===== config.mk =====
export PLATFORM = sky130hd
export DESIGN_NAME = nand_dqs_tap_calib_flat
export DESIGN_NICKNAME = d
export VERILOG_FILES = /design/src/rtl/nand_dqs_tap_calib_if.sv /design/src/rtl/nand_dqs_tap_calib.sv /design/src/flat_wrapper.sv
export SDC_FILE = /design/constraint.sdc
export NUM_CORES = 1
export LEC_CHECK = 0
export ABC_AREA = 0
export CAP_MARGIN = 20
export CORE_ASPECT_RATIO = 1.1
export CORE_MARGIN = 4
export CORE_UTILIZATION = 37
export CTS_CLUSTER_SIZE = 10
export DETAILED_ROUTE_END_ITERATION = 8
export GPL_TIMING_DRIVEN = 0
export PLACE_DENSITY = 0.65
export SLEW_MARGIN = 20
export SYNTH_ARGS = -nofsm -noshare
export SYNTH_HDL_FRONTEND = slang
export SYNTH_SLANG_ARGS = --single-unit

===== constraint.sdc =====
create_clock -name clk0 -period 5.9 [get_ports clk0]
set_input_delay 1.18 -clock clk0 [delete_from_list [all_inputs] [get_ports clk0]]
set_output_delay 1.18 -clock clk0 [all_outputs]
set_load 0.01 [all_outputs]

===== src/rtl/nand_dqs_tap_calib_if.sv =====
// Signal bundle between the DQS tap calibrator, the controller init FSM,
// the read datapath that runs the test reads, and the DQS IOB delay load.
// The calibrator uses the master view; the surrounding logic uses the slave view.
interface nand_dqs_tap_calib_if;
   logic       cal_start;
   logic       cal_busy;
   logic       cal_done;
   logic       cal_fail;
   logic [4:0] cal_tap;
   logic [5:0] win_len;
   logic       rd_req;
   logic       rd_ack;
   logic       rd_pass;
   logic [4:0] dlyval_dqs;
   logic       dlyld_dqs;

   modport master (
      input  cal_start, rd_ack, rd_pass,
      output cal_busy, cal_done, cal_fail, cal_tap, win_len,
             rd_req, dlyval_dqs, dlyld_dqs
   );

   modport slave (
      output cal_start, rd_ack, rd_pass,
      input  cal_busy, cal_done, cal_fail, cal_tap, win_len,
             rd_req, dlyval_dqs, dlyld_dqs
   );
endinterface


===== src/rtl/nand_dqs_tap_calib.sv =====
// Read-side DQS delay calibration for one NAND DQS lane.
// Sweeps IDELAY taps 0..31, runs a known-pattern test read at each tap,
// tracks the longest contiguous passing window (earliest wins on a tie)
// and finally loads the centre of that window, or DEFAULT_TAP when no
// window of at least MIN_WIN taps was found.
module nand_dqs_tap_calib #(
   parameter int DEFAULT_TAP = 16,
   parameter int LD_HOLD     = 4,
   parameter int SETTLE_CYC  = 16,
   parameter int RD_TIMEOUT  = 255,
   parameter int MIN_WIN     = 3
) (
   input logic                  clk0,
   input logic                  rst0_n,
   nand_dqs_tap_calib_if.master cal_if
);

   typedef enum logic [2:0] {
      ST_IDLE,
      ST_LOAD,
      ST_SETTLE,
      ST_TEST,
      ST_EVAL,
      ST_APPLY,
      ST_APPLY_SETTLE
   } state_t;

   // Terminal counts for the shared phase counter; all phases fit in 8 bits.
   localparam logic [7:0] LD_LAST      = 8'(LD_HOLD);
   localparam logic [7:0] SETTLE_LAST  = 8'(SETTLE_CYC - 1);
   localparam logic [7:0] TIMEOUT_LAST = 8'(RD_TIMEOUT - 1);
   localparam logic [4:0] DEF_TAP      = 5'(DEFAULT_TAP);
   localparam logic [5:0] MIN_LEN      = 6'(MIN_WIN);

   state_t     state;
   state_t     state_nxt;
   logic [7:0] cnt;
   logic [4:0] tap;
   logic [4:0] cur_start;
   logic [5:0] cur_len;
   logic [4:0] best_start;
   logic [5:0] best_len;
   logic       rd_ok;
   logic [4:0] cal_tap_q;
   logic [4:0] dlyval_q;
   logic [5:0] win_len_q;
   logic       done_q;
   logic       fail_q;
   logic [5:0] ev_cur_len;
   logic [4:0] ev_cur_start;
   logic [5:0] ev_best_len;
   logic [4:0] ev_best_start;
   logic [5:0] centre;
   logic [4:0] pick_tap;
   logic       load_phase;

   assign cal_if.cal_tap    = cal_tap_q;
   assign cal_if.dlyval_dqs = dlyval_q;
   assign cal_if.win_len    = win_len_q;
   assign cal_if.cal_done   = done_q;
   assign cal_if.cal_fail   = fail_q;

   // State register; reset aborts any sweep in progress without a final load.
   always_ff @(posedge clk0 or negedge rst0_n) begin
      if (!rst0_n) begin
         state <= ST_IDLE;
      end else begin
         state <= state_nxt;
      end
   end

   // Next-state and strobe decode; the first cycle of a load phase keeps the
   // strobe low so the tap value is already stable when dlyld_dqs rises.
   always_comb begin
      state_nxt        = state;
      load_phase       = 1'b0;
      cal_if.dlyld_dqs = 1'b0;
      cal_if.rd_req    = 1'b0;
      cal_if.cal_busy  = (state != ST_IDLE);
      case (state)
         ST_IDLE: begin
            if (cal_if.cal_start) state_nxt = ST_LOAD;
         end
         ST_LOAD: begin
            load_phase = 1'b1;
            if (cnt == LD_LAST) state_nxt = ST_SETTLE;
         end
         ST_SETTLE: begin
            if (cnt == SETTLE_LAST) state_nxt = ST_TEST;
         end
         ST_TEST: begin
            cal_if.rd_req = 1'b1;
            if (cal_if.rd_ack || (cnt == TIMEOUT_LAST)) state_nxt = ST_EVAL;
         end
         ST_EVAL: begin
            state_nxt = (tap == 5'd31) ? ST_APPLY : ST_LOAD;
         end
         ST_APPLY: begin
            load_phase = 1'b1;
            if (cnt == LD_LAST) state_nxt = ST_APPLY_SETTLE;
         end
         ST_APPLY_SETTLE: begin
            if (cnt == SETTLE_LAST) state_nxt = ST_IDLE;
         end
         default: state_nxt = ST_IDLE;
      endcase
      cal_if.dlyld_dqs = load_phase && (cnt != 8'd0);
   end

   // Window tracker update for the current test result, plus the tap that
   // would be applied if this were the last step of the sweep.
   always_comb begin
      ev_cur_len    = rd_ok ? (cur_len + 6'd1) : 6'd0;
      ev_cur_start  = (rd_ok && (cur_len == 6'd0)) ? tap : cur_start;
      ev_best_len   = best_len;
      ev_best_start = best_start;
      if (ev_cur_len > best_len) begin
         ev_best_len   = ev_cur_len;
         ev_best_start = ev_cur_start;
      end
      centre   = {1'b0, ev_best_start} + ((ev_best_len - 6'd1) >> 1);
      pick_tap = (ev_best_len >= MIN_LEN) ? centre[4:0] : DEF_TAP;
   end

   // Phase counter restarts on every state change and idles at zero.
   always_ff @(posedge clk0 or negedge rst0_n) begin
      if (!rst0_n) begin
         cnt <= 8'd0;
      end else if (state_nxt != state) begin
         cnt <= 8'd0;
      end else if (state != ST_IDLE) begin
         cnt <= cnt + 8'd1;
      end
   end

   // Sweep datapath: tap stepping, test-result capture, window bookkeeping
   // and the sticky result outputs.
   always_ff @(posedge clk0 or negedge rst0_n) begin
      if (!rst0_n) begin
         tap        <= 5'd0;
         cur_start  <= 5'd0;
         cur_len    <= 6'd0;
         best_start <= 5'd0;
         best_len   <= 6'd0;
         rd_ok      <= 1'b0;
         cal_tap_q  <= DEF_TAP;
         dlyval_q   <= DEF_TAP;
         win_len_q  <= 6'd0;
         done_q     <= 1'b0;
         fail_q     <= 1'b0;
      end else begin
         case (state)
            ST_IDLE: begin
               if (cal_if.cal_start) begin
                  tap        <= 5'd0;
                  dlyval_q   <= 5'd0;
                  cur_start  <= 5'd0;
                  cur_len    <= 6'd0;
                  best_start <= 5'd0;
                  best_len   <= 6'd0;
                  done_q     <= 1'b0;
                  fail_q     <= 1'b0;
               end
            end
            ST_TEST: begin
               if (cal_if.rd_ack) begin
                  rd_ok <= cal_if.rd_pass;
               end else if (cnt == TIMEOUT_LAST) begin
                  rd_ok <= 1'b0;
               end
            end
            ST_EVAL: begin
               cur_len    <= ev_cur_len;
               cur_start  <= ev_cur_start;
               best_len   <= ev_best_len;
               best_start <= ev_best_start;
               if (tap == 5'd31) begin
                  cal_tap_q <= pick_tap;
                  dlyval_q  <= pick_tap;
               end else begin
                  tap      <= tap + 5'd1;
                  dlyval_q <= tap + 5'd1;
               end
            end
            ST_APPLY_SETTLE: begin
               if (cnt == SETTLE_LAST) begin
                  win_len_q <= best_len;
                  done_q    <= (best_len >= MIN_LEN);
                  fail_q    <= (best_len < MIN_LEN);
               end
            end
            default: begin
            end
         endcase
      end
   end

endmodule


===== src/flat_wrapper.sv =====
// flat-port wrapper written by rule: the top's interface ports become plain ports
module nand_dqs_tap_calib_flat 
#(
   parameter int DEFAULT_TAP = 16,
   parameter int LD_HOLD     = 4,
   parameter int SETTLE_CYC  = 16,
   parameter int RD_TIMEOUT  = 255,
   parameter int MIN_WIN     = 3
)
  (clk0, rst0_n, cal_if_cal_start, cal_if_rd_ack, cal_if_rd_pass, cal_if_cal_busy, cal_if_cal_done, cal_if_cal_fail, cal_if_cal_tap, cal_if_win_len, cal_if_rd_req, cal_if_dlyval_dqs, cal_if_dlyld_dqs);
  nand_dqs_tap_calib_if cal_if_i ();
  input logic clk0;
  input logic rst0_n;
  input wire logic [$bits(cal_if_i.cal_start)-1:0] cal_if_cal_start;
  input wire logic [$bits(cal_if_i.rd_ack)-1:0] cal_if_rd_ack;
  input wire logic [$bits(cal_if_i.rd_pass)-1:0] cal_if_rd_pass;
  output wire logic [$bits(cal_if_i.cal_busy)-1:0] cal_if_cal_busy;
  output wire logic [$bits(cal_if_i.cal_done)-1:0] cal_if_cal_done;
  output wire logic [$bits(cal_if_i.cal_fail)-1:0] cal_if_cal_fail;
  output wire logic [$bits(cal_if_i.cal_tap)-1:0] cal_if_cal_tap;
  output wire logic [$bits(cal_if_i.win_len)-1:0] cal_if_win_len;
  output wire logic [$bits(cal_if_i.rd_req)-1:0] cal_if_rd_req;
  output wire logic [$bits(cal_if_i.dlyval_dqs)-1:0] cal_if_dlyval_dqs;
  output wire logic [$bits(cal_if_i.dlyld_dqs)-1:0] cal_if_dlyld_dqs;
  assign cal_if_i.cal_start = cal_if_cal_start;
  assign cal_if_i.rd_ack = cal_if_rd_ack;
  assign cal_if_i.rd_pass = cal_if_rd_pass;
  assign cal_if_cal_busy = cal_if_i.cal_busy;
  assign cal_if_cal_done = cal_if_i.cal_done;
  assign cal_if_cal_fail = cal_if_i.cal_fail;
  assign cal_if_cal_tap = cal_if_i.cal_tap;
  assign cal_if_win_len = cal_if_i.win_len;
  assign cal_if_rd_req = cal_if_i.rd_req;
  assign cal_if_dlyval_dqs = cal_if_i.dlyval_dqs;
  assign cal_if_dlyld_dqs = cal_if_i.dlyld_dqs;
  nand_dqs_tap_calib #(.DEFAULT_TAP(DEFAULT_TAP), .LD_HOLD(LD_HOLD), .SETTLE_CYC(SETTLE_CYC), .RD_TIMEOUT(RD_TIMEOUT), .MIN_WIN(MIN_WIN)) u_core (.clk0(clk0), .rst0_n(rst0_n), .cal_if(cal_if_i));
endmodule

==> metrics.txt, run 1 <==
status=finished clean; Post-synth EDFFs=0; clk_skew=about 8.0 ps; Post-CTS Setup Bufs=0; Nets=approximately 430; min cycle time layout=roughly 5000 ps; Clock Tree Buf Depth=2; area grow syn2layout=17.55%; RSZ-0062 raised after global routing=no; share of cells above drive strength 1=10.44%; Placer Congestion=about 0.84; max-capacitance violation count=0; DR iter-0 viols=142; final critical-path share of the clock period=86.66%; Netlist cell types=55; YS warnings=0; Initial Utilization=38.33%; Synth Flop Type=dfrtp_1; CTS Sinks=between 50 and 60; DR vias=between 2000 and 3000; achievable frequency=a little under 0.2 GHz; Setup TNS Final=0 ps; clock power share=between 15 and 20%; vias in the first global route=about 2900; Cell Int Power=1146 uW; Final Slew Violations=0; syn_area_per_cell=around 9.3 sq um; Ant. Diodes=0; GRT Total Usage=between 10% and 20%; asr flop ratio synth=100.0%; initial antenna violation count=0; static leakage=between 0.0015 and 0.002 uW; Reg clk slew, reported paths=~60 ps; CTS Hold Bufs=0; Least-Margin Pin Slew=slightly above 800 ps; WS Path Type=reg -> reg; Seq pwr share=approximately 24%; CTS resizes=0; DR pass1 iterations=4; Worst EP required=6150 ps; Startpoint Class=flop; power density over the cells=~500 nW/um^2; drt drc=0; CTS Buf Count=9; worst hold path class=reg -> reg; Die Y=~110 um; Routed wire per std cell=roughly 15 um; final setup vio count=0; slew margin rel.=between 40% and 50%; CP arrival=5370 ps; row count=36; H-tree Lvls=3; Die ar.=between 10000 and 15000 sq um; final worst slack=just under 800 ps; Clock Tree Root=clkbuf_8; Peak supply drop=264.2 uV; port bufs=25; crit-path max FO=10; I/O pin total=26; Sw Share=43.63%; dpl ws=810.4 ps; sequential fraction of the synthesis area=approximately 42%; Via density=~5.3; first-pass GRT wire length=between 10000 and 15000 um; drt total wl=just under 8000 um; dpl hpwl=5720 um; width of the die=about 100 um; P_sw=approximately 900 uW; GRT overflow=0; Final Hold Fails=0; Post-Syn Area=3436 sq um; largest net degree at the start of global routing=42; Skew-Pair Late Insertion Delay=approximately 330 ps; Placeable Area=about 9000 sq um; TritonCTS clock tree=built; Routed Antenna Nets=0; Syn Inst Count=between 300 and 400; #FFs+latches synth=between 50 and 60; Critical Path End Type=flop; net count after synthesis=around 390; combinational share of power=roughly 58%
-- cell families after synthesis --
family | synth area share, %
buffers and inverters | 3.460
and+or+nand+nor | 18.28
AOI/OAI and AO/OA | 19.74
xor gates and xnor gates | 5.353
DFF | 41.59
muxes | 5.171
adders and majority gates | 6.409
-- worst max-delay path: stages, from the launching register on --
cell      delay (ps)
dfrtp_1          430
ha_1             250
nand3_1          100
xor2_1           130
nand2b_1         280
inv_1            110
ha_1             340
nand3_1           90
o21ba_2          230
o21ai_0           90
a22o_4           310
nor2_4           110
buf_6            160
buf_2            210
o21ai_0          130
ha_1             240
fa_1             400
a21o_1           200
a21o_1           210
a21o_1           160
a211o_1          290
o211ai_2          80
mux2_4           350
o21ai_2          110
-- power by group through the flow --
stage / Clock, uW / Combinational (uW) / Sequential, uW
after CTS: 364 / 1190 / 494
after floorplan: 0 / 907 / 491
after global placement: 0 / 1160 / 500
after detailed placement: 0 / 1190 / 502
after global routing: 383 / 1350 / 502
final: 354 / 1190 / 494
-- final cells by class --
type                            instances  area [sq um]
Buffer                                 10         47.55
Clock buffer                           14         182.7
Clock inverter                          2         10.01
Fill cell                             868          4925
Inverter                               19         71.32
Multi-Input combinational cell        284          1888
Sequential cell                        57          1429
Tap cell                              114         142.6
Timing Repair Buffer                   26         267.8
-- cells in the mapped netlist (2+ instances only) --
library cell	instances	area [sq um]
dfrtp_1	55	1376
nand2_1	49	183.9
o21ai_0	36	180.2
nor2_1	31	116.4
inv_1	19	71.32
ha_1	16	200.2
nand3_1	14	70.07
a21oi_1	12	60.06
xnor2_1	12	105.1
a22o_1	9	78.83
xor2_1	9	78.83
a21o_1	8	60.06
mux2i_1	8	80.08
clkbuf_1	7	26.28
mux2_2	6	67.56
nor3_1	6	30.03
and2_1	5	31.28
and3_1	5	31.28
nand2b_1	5	31.28
nor2b_1	5	31.28
a221o_1	4	40.04
a211oi_1	3	22.52
nand4_1	3	18.77
o31ai_1	3	22.52
a211o_1	2	17.52
a22oi_1	2	15.01
a31o_2	2	17.52
a31oi_1	2	12.51
buf_2	2	10.01
dfstp_2	2	52.55
mux2_4	2	30.03
o21a_1	2	15.01
o21ai_2	2	17.52
-- registers in the layout, summed over array words and instances (netlist names) --
register / cells
u_core.cur_start: 5
u_core.cal_if.win_len: 6
u_core.cur_len: 6
u_core.cal_if.dlyval_dqs: 5
u_core.cal_if.cal_done: 1
u_core.best_len: 6
u_core.rd_ok: 1
u_core.cnt: 8
u_core.tap: 5
u_core.state: 3
u_core.cal_if.cal_fail: 1
u_core.cal_if.cal_tap: 5
u_core.best_start: 5
-- worst paths after layout --
check | start | to | slack, ps | cells after the start
worst max-delay path | u_core.cur_len[0] | u_core.cal_if.dlyval_dqs[4] | 790 | 23
worst min-delay path | u_core.cal_if.cal_tap[4] | u_core.cal_if.cal_tap[4] | 470 | 2
worst max register to register | u_core.cur_len[0] | u_core.cal_if.dlyval_dqs[4] | 790 | 23
worst min register to register | u_core.cal_if.cal_tap[4] | u_core.cal_if.cal_tap[4] | 470 | 2
max in group asynchronous | rst0_n | u_core.cal_if.cal_tap[4] | 4650 | 2
min in group asynchronous | rst0_n | u_core.cnt[2] | 720 | 1
-- metal layers --
metal,GRT usage (%),vias up,wire length (um)
met1,17.99,1339,3432
met2,25.69,56,3832
li1,-,1381,-
met4,7.805,0,191
met5,0,-,0
met3,3.583,15,274
-- per-stage QoR --
step	area (sq um)	cells	utilization (%)	total power, uW	hold slack, ps
after floorplan	3436	370	-	1398	449.8
after global placement	3829	509	42.71	1663	459.9
after detailed placement	3846	510	42.91	1688	462.6
after CTS	4039	526	45.06	2051	471.6
after global routing	4039	526	45.06	2234	494.0
final	4039	526	45.06	2034	469.3
-- cells in the final DEF (no fill, tap or decap), types with 4 or more instances in the layout --
cell type        instances
a22o_1                   9
clkbuf_1                 8
mux2_2                   6
a221o_1                  4
a21o_1                   8
nand2_1                 49
ha_1                    16
nand2b_1                 5
and3_1                   5
a21oi_1                 12
nor2_1                  31
clkbuf_8                13
inv_1                   19
nor2b_1                  5
nor3_1                   6
xnor2_1                 12
mux2i_1                  8
and2_1                   5
o21ai_0                 36
dfrtp_1                 55
xor2_1                   9
nand3_1                 14
clkdlybuf4s50_1         24
Note: power is estimated with default switching activity, not from simulation.
==> run 2: changes to the inputs <==
--- a/config.mk
+++ b/config.mk
@@ -14,6 +14,7 @@
 export DETAILED_ROUTE_END_ITERATION = 8
 export GPL_TIMING_DRIVEN = 0
 export PLACE_DENSITY = 0.65
+export SKIP_LAST_GASP = 1
 export SLEW_MARGIN = 20
 export SYNTH_ARGS = -nofsm -noshare
 export SYNTH_HDL_FRONTEND = slang
==> results of run 2 <==
Same layout as run 1: the final DEF is identical, and so are final timing and power.
==> run 3: changes to the inputs <==
--- a/config.mk
+++ b/config.mk
@@ -14,6 +14,7 @@
 export DETAILED_ROUTE_END_ITERATION = 8
 export GPL_TIMING_DRIVEN = 0
 export PLACE_DENSITY = 0.65
+export REMOVE_ABC_BUFFERS = 1
 export SKIP_LAST_GASP = 1
 export SLEW_MARGIN = 20
 export SYNTH_ARGS = -nofsm -noshare
==> metrics.txt, run 3 (same netlist as run 1, synthesis figures left out) <==
final critical-path share of the clock period=88.62% (+2.0 points); H-tree Lvls=3 (unchanged); cell area after layout=4016 sq um (-0.56%); share of cells above drive strength 1=10.20% (-0.24 points); WS Path Type=reg -> reg; Via density=5.252 (-1.0%); TritonCTS clock tree=built; CP arrival=5500 ps (+130 ps); power density over the cells=511.5 nW/um^2 (+1.6%); initial antenna violation count=0 (unchanged); Cell Chain, Critical Path=ha_1 > nand3_1 > xor2_1 > nand2b_1 > inv_1 > ha_1 > nand3_1 > o21ba_2 > o21ai_0 > a22o_4 > nor2_4 > o21ai_0 > ha_1 > fa_1 > a21o_1 > a21o_1 > a21o_1 > a211o_1 > o211ai_2 > mux2_4 > o21ai_2; Top reg by flops=u_core.cnt; static leakage=0.001859 uW (-1.1%); Final Hold Fails=0 (unchanged); CTS Buf Count=9 (unchanged); vias in the first global route=2750 (-4.0%); width of the die=99.88 um (unchanged); DR pass1 iterations=4 (unchanged); Placeable Area=8964 sq um (unchanged); RSZ-0062 raised after global routing=no; drt drc=0 (unchanged); DR vias=2710 (-2.9%); Final Slew Violations=0 (unchanged); GRT overflow=0 (unchanged); Clock Tree Buf Depth=2 (unchanged); row count=36 (unchanged); met2 Usage GRT=25.12% (-0.57 points); min cycle time layout=5228 ps (+115.5 ps); GRT Total Usage=15.03% (-0.18 points); Reg clk slew, reported paths=70 ps (about the same); Ant. Diodes=0 (unchanged); CTS Sinks=57 (unchanged); first-pass GRT wire length=13040 um (-1.0%); Die ar.=10890 sq um (unchanged); status=finished clean; Initial Utilization=38.33% (unchanged); dpl ws=730.9 ps (-79.54 ps); Placer Congestion=0.8138 (-3.1%); Peak supply drop=243.8 uV (-7.7%); Setup TNS Final=0 ps (unchanged); achievable frequency=0.1913 GHz (-2.2%); Hold WS=472.0 ps (+2.728 ps); DP Area=3799 sq um (-1.2%); met1 Resource Use GR=18.72% (+0.73 points); max-capacitance violation count=0 (unchanged); Nets=419 (-2.3%); worst hold path class=reg -> reg; slew margin rel.=41.99% (-2.5 points); CTS Hold Bufs=0 (unchanged); port bufs=25 (unchanged); Die Y=109.1 um (unchanged); Startpoint Class=flop; Critical Path End Type=flop; max FFs per register=8 (unchanged); final setup vio count=0 (unchanged); CP peak stage delay=440 ps (about the same); DR iter-0 viols=106 (-25%); CTS resizes=0 (unchanged); Clock Tree Root=clkbuf_8; Least-Margin Pin Slew=864.3 ps (+38.20 ps); Worst EP required=6170 ps (+20 ps); final core occ=44.81% (-0.25 points); CP max-delay cell=dfrtp_1; global route hottest layer=met2; Routed wire per std cell=14.66 um (-0.24%); worst reg-to-reg setup slack=670 ps (-120 ps); final worst slack=671.6 ps (-115.5 ps); drt total wl=7564 um (-2.1%); GR Layer Usage met3=3.903% (+0.32 points); area grow syn2layout=16.90%; largest net degree at the start of global routing=40 (-4.8%); commonest non-fill, non-tap cell in the layout=dfrtp_1; clk_skew=5.698 ps (-2.268 ps); Post-CTS Setup Bufs=0 (unchanged); commonest non-fill, non-tap cells in the layout=dfrtp_1, nand2_1, o21ai_0; Skew-Pair Late Insertion Delay=340 ps (about the same); dpl hpwl=5518 um (-3.5%); crit-path max FO=20 (+10); Routed Antenna Nets=0 (unchanged); I/O pin total=26 (unchanged)
## run 3: worst paths after layout
path                                          startpoint                          end  cells past startpoint
worst min register to register  u_core.cal_if.cal_tap[4]     u_core.cal_if.cal_tap[4]                      2
worst min-delay path            u_core.cal_if.cal_tap[4]     u_core.cal_if.cal_tap[4]                      2
max in group asynchronous                         rst0_n     u_core.cal_if.cal_tap[4]                      2
worst max-delay path                   u_core.cur_len[0]  u_core.cal_if.dlyval_dqs[4]                     21
worst max register to register         u_core.cur_len[0]  u_core.cal_if.dlyval_dqs[4]                     21
min in group asynchronous                         rst0_n                u_core.cnt[2]                      1
## run 3: area by class of cell
type | count | area [sq um]
multi-input cells | 284 | 1888
flip-flops and latches | 57 | 1429
fillers | 844 | 4947
clock inverters | 7 | 93.84
clock buffers | 9 | 123.9
repair buffers | 26 | 267.8
well taps | 114 | 142.6
inverters | 19 | 71.32
## run 3: worst max-delay path: cells and delay by family, from the launching register on
family / cells / cell delay, ps
compound gates: 10 / 2010
buf+inv: 1 / 100
flops: 1 / 440
fa+ha+maj: 4 / 1280
simple gates: 4 / 860
mux: 1 / 350
xor+xnor: 1 / 130
## run 3: power by group
| group | switching, uW | leakage, uW | internal, uW |
|---|---|---|---|
| Sequential | 80.9 | 0.000776 | 442 |
| Combinational | 644 | 0.000977 | 476 |
| Clock | 173 | 0.000106 | 238 |
## run 3: metrics by stage
step                cells  total power, uW
floorplan             360             1361
global placement      499             1627
detailed placement    500             1650
CTS                   516             2069
global route          516             2220
finish                516             2054
## run 3: routing by layer
metal / wire, um / up-vias / share of wire [%]
li1: - / 1360 / -
met4: 137 / 0 / 1.8
met5: 0 / - / 0
met3: 283 / 12 / 3.7
met2: 3691 / 48 / 49
met1: 3452 / 1290 / 46
